File: src/rtl/fifo_ctrl_32x8.sv
// Push/pop FIFO controller for the 32x8 four-bank RAM.
// Every access is serialised through one WRITE or READ cycle.
module fifo_ctrl_32x8 #(
    parameter int DEPTH  = 32,
    parameter int WIDTH  = 8,
    parameter int ADDR_W = 5
) (
    input  logic              Clock,
    input  logic              Reset,
    input  logic              Push,
    input  logic [WIDTH-1:0]  Data_In,
    output logic              Push_Ready,
    input  logic              Pop,
    output logic              Pop_Ready,
    output logic [WIDTH-1:0]  Data_Out,
    output logic              Data_Valid,
    output logic              Full,
    output logic              Empty,
    output logic [ADDR_W:0]   Count,
    output logic [WIDTH-1:0]  Ram_Input,
    input  logic [WIDTH-1:0]  Ram_Output,
    output logic [DEPTH-1:0]  Row_Select,
    output logic              Write_Enable
);

    typedef enum logic [1:0] {
        IDLE,
        WRITE,
        READ
    } state_t;

    localparam logic [ADDR_W:0]   CNT_ONE  = 1;
    localparam logic [ADDR_W:0]   CNT_FULL = (ADDR_W+1)'(DEPTH);
    localparam logic [ADDR_W-1:0] PTR_ONE  = 1;

    state_t            state;
    state_t            state_nxt;
    logic [ADDR_W-1:0] wr_ptr;
    logic [ADDR_W-1:0] rd_ptr;
    logic              push_acc;
    logic              pop_acc;

    assign Full  = (Count == CNT_FULL);
    assign Empty = (Count == '0);

    // A pending pop masks push readiness so a pop always wins.
    assign Pop_Ready  = (state == IDLE) && !Empty && !Reset;
    assign Push_Ready = (state == IDLE) && !Full
                        && !(Pop && !Empty) && !Reset;

    assign pop_acc  = Pop && Pop_Ready;
    assign push_acc = Push && Push_Ready;

    always_ff @(posedge Clock) begin
        if (Reset) begin
            state <= IDLE;
        end else begin
            state <= state_nxt;
        end
    end

    always_comb begin
        state_nxt = state;
        unique case (state)
            IDLE: begin
                if (pop_acc) begin
                    state_nxt = READ;
                end else if (push_acc) begin
                    state_nxt = WRITE;
                end
            end
            WRITE:   state_nxt = IDLE;
            READ:    state_nxt = IDLE;
            default: state_nxt = IDLE;
        endcase
    end

    always_comb begin
        Row_Select   = '0;
        Write_Enable = 1'b0;
        unique case (state)
            WRITE: begin
                Row_Select[wr_ptr] = 1'b1;
                Write_Enable       = 1'b1;
            end
            READ: begin
                Row_Select[rd_ptr] = 1'b1;
            end
            default: begin
                Row_Select   = '0;
                Write_Enable = 1'b0;
            end
        endcase
    end

    // Pointer and count updates happen only on the edge leaving an access.
    always_ff @(posedge Clock) begin
        if (Reset) begin
            wr_ptr     <= '0;
            rd_ptr     <= '0;
            Count      <= '0;
            Ram_Input  <= '0;
            Data_Out   <= '0;
            Data_Valid <= 1'b0;
        end else begin
            Data_Valid <= (state == READ);
            if (push_acc) begin
                Ram_Input <= Data_In;
            end
            if (state == WRITE) begin
                wr_ptr <= wr_ptr + PTR_ONE;
                Count  <= Count + CNT_ONE;
            end
            if (state == READ) begin
                Data_Out <= Ram_Output;
                rd_ptr   <= rd_ptr + PTR_ONE;
                Count    <= Count - CNT_ONE;
            end
        end
    end

endmodule

File: config.mk
export PLATFORM = sky130hd
export DESIGN_NAME = fifo_ctrl_32x8
export DESIGN_NICKNAME = d
export VERILOG_FILES = /design/src/rtl/fifo_ctrl_32x8.sv
export SDC_FILE = /design/constraint.sdc
export NUM_CORES = 1
export LEC_CHECK = 0
export CORE_MARGIN = 3
export CORE_UTILIZATION = 35
export CTS_CLUSTER_SIZE = 28
export DETAILED_ROUTE_END_ITERATION = 8
export GPL_ROUTABILITY_DRIVEN = 0
export PLACE_DENSITY = 0.71
export SYNTH_ARGS = -nofsm -noshare
export SYNTH_HDL_FRONTEND = slang
export SYNTH_SLANG_ARGS = --single-unit
File: constraint.sdc
create_clock -name Clock -period 2.2 [get_ports Clock]
set_clock_uncertainty 0.1 [all_clocks]
set_input_delay 0.33 -clock Clock [delete_from_list [all_inputs] [get_ports Clock]]
set_output_delay 0.33 -clock Clock [all_outputs]
set_load 0.02 [all_outputs]
==> impl_metrics.yaml, run 1 <==
status:
  status: "finished clean"
synthesis:
  synth_sequential_area_ratio_pct: 30.47
  avgSynthCellArea_um2: 8.332
  syn_nets: 309
  syn-instance-count: 276
  ys_ff_latch: 35
  yosysWarnings: 0
  synthArstFlopShare_pct: 0
  synthFlopType: "dfxtp_1"
  synth_area_um2: 2300
  synth_cell_types: 40
  synth_edf_count: 0
die:
  die_h_um: 87.06
  start_util_pct: 37.51
  rows: 28
  die_w_um: 87.06
  io_pins: 80
  coreArea_um2: 6131
  dieArea_um2: 7579
pwr:
  switching_share_pct: 41.83
  p_int_mw: 2.031
  p_leak_nw: 1.356
  peakVddDrop_uv: 641.8
  p_per_area_nw_per_um2: 1025
  p_clk_share_pct: 14.5
  comb_power_share_pct: 59.3
  p_seq_share_pct: 26.3
  p_switching_mw: 1.461
detailed_routing:
  viasPerCell: 5.148
  ant_nets: 0
  drc: 0
  drtIter0Drc: 71
  wl_per_cell_um: 13.89
  first_pass_iters: 4
  routed_wirelength_um: 6291
  num_vias: 2332
placed_design:
  dp_slack_ns: -0.1097
  dpl.hpwl_um: 4548
  placed_cell_area_um2: 3390
  dp_cells: 445
  io_buffer_count: 79
finish:
  fin_area_um2: 3407
  fin_nets: 410
  nFillCells: 564
  final_cells: 453
  syn2layout_area_growth_pct: 48.15
  drive_above_1_share_pct: 30.16
  diodes: 0
global_route:
  grt_max_degree: 38
  met1_usage_pct: 22.70
  grt-ovfl-total: 0
  grtUsageTotal_pct: 17.25
  grtUsageMet2_pct: 28.02
  grt_pass1_vias: 2238
  grt_pass1_wl_um: 10580
  gr-usage-met3_pct: 3.311
  top_usage_layer: "met2"
  antenna_found_initial: 0
sta:
  worstMarginPinSlew_ns: 0.3936
  finalSetupViolations: 0
  fin_crit_ns: 2.129
  final-max-slew-violation-count: 0
  period_share_pct: 96.79
  slew_headroom_pct: 73.72
  fmax_mhz: 469.6
  worst_slack_ns: 0.07061
  hold_viol_final: 0
clocking:
  cts.sinks: 35
  root_buffer: "clkbuf_8"
  clockBufferDepth: 2
  cts-buffers-inserted: 5
  clk_pin_slew_ns: 0.08
  cts_tree: "done"
  cts-htree-levels: 2
  post_cts_buffers: 0
  clock_latency_ns: 0.29
job:
  cap_violations: 0
critical_path:
  critPathLaunchType: "flop"
  crit_required_ns: 1.77
  crit_chain: "or4_4 > o21a_1 > nor3_1 > buf_2"
  crit_type: "flop to output port"
  path_delay_family: "simple AND/OR/NAND/NOR gates"
  path_max_fanout: 4
  critPathCaptureType: "output port"
  worstReg2RegStart: "Count[0]"
  slowest_stage: "or4_4"
  cpPeakStageDelay_ns: 0.57
  r2r-end: "Ram_Input[7]"
  critPathArrivalTime_ns: 1.70
  rr_worst_depth: 6
  r2r_setup_slack_ns: 0.09
  critPathLaunch: "Count[0]"
  crit_buf_inv: 1
min_path:
  hp-start: "Data_Out[7]"
  hold_end: "Data_Out[7]"
  hold_class: "flop to flop"
  holdPathStages: 2
## Yosys cell counts, types with 5 or more instances
master	n	area, µm²
nor2_1	58	217.7
dfxtp_1	35	700.7
o22a_1	32	280.3
nand2_1	14	52.55
ha_1	13	162.7
nor2b_1	13	81.33
clkbuf_1	12	45.04
mux2i_1	11	110.1
mux2_2	10	112.6
xor2_1	8	70.07
inv_1	7	26.28
nand3b_1	6	45.04
buf_1	5	18.77
or3_1	5	31.28
## cell usage in the layout (no fill, tap or decap), drive strengths merged, types with 4 or more instances in the layout
master         Yosys  layout
a21oi              4       4
nand3b             6       6
nor2              58      58
mux2              10      10
nand4              4       4
or3b               4       4
buf                7      69
o22a              32      32
clkdlybuf4s50      0      43
mux2i             11      11
nand2             14      14
nor3               4       4
ha                13      13
inv                7       7
clkbuf            12       6
or3                5       5
nor2b             13      13
xor2               8       8
dfxtp             35      35
## cell families (layout without fill, tap and decap cells)
family | count (synthesis) | after routing | share of synthesized area, %
muxes | 21 | 21 | 9.685
adders and majority gates | 13 | 13 | 7.073
and+or+nand+nor | 119 | 119 | 26.28
AOI/OAI and AO/OA | 50 | 50 | 17.52
xor gates and xnor gates | 11 | 11 | 4.190
buffers and inverters | 27 | 129 | 4.788
DFF | 35 | 35 | 30.47
## worst reg2reg max path, cell delays in order, from the launching register on
cell	delay [ns]
dfxtp_1	0.31
or4_4	0.57
o21a_1	0.21
buf_4	0.14
nor3_4	0.19
buf_12	0.15
mux2_2	0.33
## how the worst max path moves through the flow
stage	endpoint	slack (ns)	depth (start not counted)
after floorplan	Push_Ready	-0.007	4
after global placement	Row_Select[2]	-0.07	6
after detailed placement	Row_Select[18]	-0.11	6
after CTS	Row_Select[7]	-0.04	7
after global routing	Pop_Ready	-0.005	5
final	Push_Ready	0.07	4
## metrics by stage
step | setup TNS, ns | total power [mW] | hold slack (ns) | util [%]
after floorplan | -0.04591 | 2.103 | 0.3757 | -
after global placement | -0.8237 | 2.919 | 0.3725 | 55.29
after detailed placement | -2.186 | 2.938 | 0.3842 | 55.29
after CTS | -0.1149 | 3.469 | 0.4017 | 57.59
after global routing | -0.009915 | 3.745 | 0.4514 | 55.57
final | 0 | 3.492 | 0.3975 | 55.57
## area by class of cell
| cell class | instances | area [µm²] | share of cell area (%) |
|---|---|---|---|
| clock buffers | 6 | 82.58 | 2.424 |
| clock inverters | 2 | 16.27 | 0.4774 |
| inverters | 8 | 30.03 | 0.8814 |
| multi-input cells | 214 | 1560 | 45.80 |
| flip-flops and latches | 35 | 709.4 | 20.82 |
| well taps | 75 | 93.84 | 2.754 |
| repair buffers | 113 | 914.6 | 26.85 |
## power by group through the flow
| stage | combinational, mW | clock [mW] | sequential (mW) |
|---|---|---|---|
| floorplan | 1.06 | 0 | 1.04 |
| CTS | 2.04 | 0.521 | 0.904 |
| finish | 2.07 | 0.505 | 0.917 |
| global route | 2.25 | 0.548 | 0.943 |
| global placement | 2.02 | 0 | 0.900 |
| detailed placement | 2.03 | 0 | 0.906 |
## registers in the layout, indices dropped and copies added, names as in the netlist
name        flops
wr_ptr          5
rd_ptr          5
Data_Valid      1
Data_Out        8
state           2
Ram_Input       8
Count           6
## routing by layer
| metal | wire length, µm | part of all wire (%) |
|---|---|---|
| met1 | 2826 | 45 |
| met2 | 3015 | 48 |
| met5 | 0 | 0 |
| met4 | 74 | 1.2 |
| met3 | 374 | 5.9 |
## timing repair
action	4_1_cts	5_1_grt
setup endpoints to repair	37	36
resized for setup	133	43
hold buffers	0	0
Note: power is estimated with default switching activity, not from simulation.
==> run 2, diff against run 1 <==
--- a/config.mk
+++ b/config.mk
@@ -9,7 +9,7 @@
 export CORE_UTILIZATION = 35
 export CTS_CLUSTER_SIZE = 28
 export DETAILED_ROUTE_END_ITERATION = 8
-export GPL_ROUTABILITY_DRIVEN = 0
+export GPL_ROUTABILITY_DRIVEN = 1
 export PLACE_DENSITY = 0.71
 export SYNTH_ARGS = -nofsm -noshare
 export SYNTH_HDL_FRONTEND = slang
==> results of run 2 <==
No change in the layout: final DEF, timing and power equal those of run 1.
==> RTL change 1 (flow settings as in run 1) <==
Encoding of `state_t`: now one-hot (3 bits for 3 states).
--- a/src/rtl/fifo_ctrl_32x8.sv
+++ b/src/rtl/fifo_ctrl_32x8.sv
@@ -23,10 +23,10 @@
     output logic              Write_Enable
 );
 
-    typedef enum logic [1:0] {
-        IDLE,
-        WRITE,
-        READ
+    typedef enum logic [2:0] {
+        IDLE  = 3'b001,
+        WRITE = 3'b010,
+        READ  = 3'b100
     } state_t;
 
     localparam logic [ADDR_W:0]   CNT_ONE  = 1;
Behaviour: same outputs for any inputs over 10 cycles, from zero or initial values and one cycle with Reset high; not proved beyond that.
==> RTL change 1 against run 1 <==
Worst setup slack got worse by 0.048 ns. Wire length down 5.7%. Synthesized area down 10%. Cell area is 1.4% lower. Sequential cell count up 1. Global-route usage shrank 0.22 points. Critical path depth increased by 5. Cell count fell by 2.0%.
Power is not compared: it rests on default switching activity, and its combinational part moved more than twofold at a synthesized area within 25%.
==> RTL change 1: results (changes against run 1) <==
Parameter                              Value

Global route
  Via count of the first global-routing pass    2075 (-7.3%)
  First-pass GRT wire length    9190 um (-13%)
  Global routing usage on met3    0.0410 (+0.00792)
  Tot GR Track Use    0.170 (-0.00216)
  Largest net degree at the start of global routing    43 (+13%)
  Met2 capacity usage during global routing    0.282 (+0.00186)

Setup path
  Data arrival time of the worst path    2.25 ns (+0.55 ns)
  Worst Path Class, Setup    register to register
  Capture point of the worst path    Count[5]
  Slack of the worst reg-to-reg path    0.02 ns (-0.07 ns)
  Crit path launch    state[1]
  Cell family with most CP delay    compound AO/OA/AOI/OAI gates
  Crit-path max FO    5 (+1)
  Longest individual stage delay on the worst path    0.37 ns (-0.20 ns)
  Slowest cell on crit path    mux2_2
  Number of cell instances on the worst register-to-register path    9 (+3)

Finish
  Number of nets in the final layout    404 (-1.5%)
  Signal buffers share of area    0.297 (+0.0283)
  Total area of sequential cells    724 um2 (+2.1%)
  Multi-input gate count    201 (-6.1%)
  Share of cells above drive strength 1    0.304 (+0.00218)
  Non-clk bufs    118 (+4.4%)
  Nonclk inv count    9 (+1)
  Number of filler cells placed in the layout    536 (-5.0%)
  Cell Count, Final, Fillers Out    444 (-2.0%)
  Clock tree cell share of total cell area    0.0320 (+0.00301)
  Top Registers    Data_Out: 8 flops, Ram_Input: 8 flops, Count: 6 flops
  Relative area change from synthesis to final layout    62.9%
  Multi-input gate share of total cell area    0.414 (-0.0443)

Place
  Pre-CTS WS    -0.237 ns (-0.127 ns)
  Placed wire-length estimate    4370 um (-4.0%)
  Number of placed cells counting well taps    431 (-3.1%)
  Placed instance area    3220 um2 (-4.9%)

Drt
  Total wire length after detailed routing    5940 um (-5.7%)
  Number of vias per cell    5.07 (-1.5%)
  Routed length on met3    462 um (+24%)
  Wire length on met2    2660 um (-12%)
  Detailed router's first-iteration violation count    93 (+31%)
  WL met1    2710 um (-4.2%)

Synth
  Net count of the mapped netlist    292 (-5.5%)
  Count of different cell masters after synthesis    37 (-7.5%)
  Post-Synthesis Cells    259 (-6.2%)
  Proportion of netlist area held by the largest area contributor    0.349 (+0.0446)
  Top post-synthesis cells by count    36 x dfxtp_1, 32 x o22ai_1, 30 x nand2_1, 25 x nor2_1, 13 x a21oi_1
  Synth Register Bits    36 (+2.9%)
  Proportion of synthesized chip area in sequential cells    0.349 (+0.0446)
  Total standard cell area after synthesis    2060 um2 (-10%)
  Top post-synthesis cells by area    dfxtp_1 35%, o22ai_1 9.7%, ha_1 7.3%

STA
  Worst relative slew slack    0.679 (-0.0579)
  Final critical-path share of the clock period    0.990 (+0.0219)
  Worst hold slack    0.356 ns (-0.0410 ns)

Clocking
  CTS resizes    115 (-14%)
  Post-CTS setup buffer count    1 (+1)

Outcome
  Run status    finished clean

Worst hold path
  Hold path endpoint    Data_Out[2]
  Hold Startpoint    Data_Out[2]
==> RTL change 1: cell types whose count changed after synthesis, moves of 9 or more <==
cell | run 1 | this run
nand2_1 | 14 | 30
o22a_1 | 32 | 0
a21oi_1 | 4 | 13
o22ai_1 | 2 | 32
nor2_1 | 58 | 25
==> RTL change 1: power groups by stage <==
stage	logic [mW]	clock network (mW)	registers, mW
detailed placement	0.201	0	0.692
CTS	0.203	0.579	0.678
floorplan	0.0775	0	0.708
global route	0.224	0.607	0.679
global placement	0.201	0	0.692
finish	0.207	0.565	0.678
==> RTL change 1: logic make-up (layout without fill, tap and decap cells) <==
kind of cell | after synthesis | after routing | synth area share
and+or+nand+nor | 100 | 100 | 0.247
AOI/OAI and AO/OA | 72 | 72 | 0.207
DFF | 36 | 36 | 0.349
buffers and inverters | 22 | 135 | 0.0412
adders and majority gates | 13 | 13 | 0.0825
xor gates and xnor gates | 10 | 10 | 0.0424
muxes | 6 | 6 | 0.0303
==> RTL change 2 (settings of run 1) <==
Without the edit above. `DEPTH`: 32 -> 16.
--- a/src/rtl/fifo_ctrl_32x8.sv
+++ b/src/rtl/fifo_ctrl_32x8.sv
@@ -1,7 +1,7 @@
 // Push/pop FIFO controller for the 32x8 four-bank RAM.
 // Every access is serialised through one WRITE or READ cycle.
 module fifo_ctrl_32x8 #(
-    parameter int DEPTH  = 32,
+    parameter int DEPTH  = 16,
     parameter int WIDTH  = 8,
     parameter int ADDR_W = 5
 ) (
Interface: changed (resized Row_Select); port bits go from 80 to 64. The function was not compared with the original's and may differ.
==> RTL change 2 against run 1 <==
The run now ends with negative setup slack left. Clock power down 5.5%. Fmax fell by 4.5%. Synthesized area is 8.0% lower. Cell area is 11% lower. Non-clock buffer count decreased by 27. Wire length fell by 13%. Global-route usage down 1.2 points. Sequential cell count stayed put. Worst setup slack lost 0.10 ns. Total power down 5.3%. Largest cell class unchanged.
==> RTL change 2: results (changes against run 1) <==
Parameter                              Value

Pwr
  Static leakage    1.21 nW (-10%)
  Switching Share    0.421 (+0.00299)
  Worst supply voltage drop on vdd    0.409 mV (-36%)
  Relative contribution of sequential cells to total power    0.265 (+0.002)

Place
  Number of placed cells counting well taps    399 (-10%)
  Placed wire-length estimate    3880 um (-15%)

Drt
  Detailed router's first-iteration violation count    104 (+46%)
  WL met1    2550 um (-9.6%)
  Wire length on met2    2480 um (-18%)

STA
  Minimum setup slack in the final design    -0.0291 ns (-0.0997 ns)
  Worst hold slack    0.376 ns (-0.0211 ns)
  Final setup violation count    1 (+1)
  Actual slew at the worst max-slew pin    0.415 ns (+0.0215 ns)
  Post-route setup TNS    -0.0291 ns (-0.0291 ns)

Synth
  Mean cell area of the mapped netlist    8.26 um2 (-0.81%)
  XOR/XNOR share of the synthesized area    0.0373 (-0.00464)
  Net count of the mapped netlist    291 (-5.8%)
  Post-Synth Adder-Cell Area    0.0887 (+0.0180)
  Proportion of synthesized chip area in sequential cells    0.331 (+0.0265)
  Top post-synthesis cells by count    35 x dfxtp_1, 26 x nor2_1, 16 x and2_1, 15 x ha_1, 15 x o22ai_1
  Multiplexer share of the synthesized area    0.0668 (-0.0300)
  Count of different cell masters after synthesis    48 (+20%)
  Top post-synthesis cells by area    dfxtp_1 33%, ha_1 8.9%, mux2i_1 6.2%

Finish
  Number of filler cells placed in the layout    534 (-5.3%)
  Number of nets in the final layout    369 (-10%)

Global route
  Via count of the first global-routing pass    1995 (-11%)
  First-pass GRT wire length    9340 um (-12%)
  Tot GR Track Use    0.161 (-0.0119)
  Largest net degree at the start of global routing    39 (+2.6%)

Clocking
  CTS resizes    68 (-49%)
  Number of H-tree levels    2 (unchanged)
  Maximum number of buffers from clock root to sink    2 (unchanged)

Setup path
  Longest individual stage delay on the worst path    0.50 ns (-0.07 ns)

Outcome
  Run status    finished with violations
  Violated checks    negative setup slack
RTL change 2: changes by cell type after synthesis, sizes merged, moves of 6 or more:
cell,change
inv,+6
nor2b,-7
nor2,-32
a21oi,+10
mux2,-9
o22a,-32
and2,+16
nand3,+7
o22ai,+13
o21ai,+7
RTL change 2: metal layers:
layer,GRT usage,vias to the layer above
met2,0.255,64
met4,0.0512,0
li1,-,1046
met3,0.0494,8
met1,0.207,940
met5,0,-
RTL change 2: layout make-up:
type / instances / area [um2] / share of cell area
clock buffer: 5 / 68.8 / 0.0226
clock inverter: 3 / 20.0 / 0.00659
inverter: 13 / 48.8 / 0.0161
multi-input combinational: 193 / 1370 / 0.452
sequential: 35 / 703 / 0.231
tap: 72 / 90.1 / 0.0296
timing repair buffer: 86 / 736 / 0.242
RTL change 2: path summary, 6_finish.rpt:
kind	from	to	cells after the start
max	state[0]	Count[5]	7
min	Ram_Input[7]	Ram_Input[7]	2
max reg2reg	state[0]	Count[5]	7
min reg2reg	Ram_Input[7]	Ram_Input[7]	2
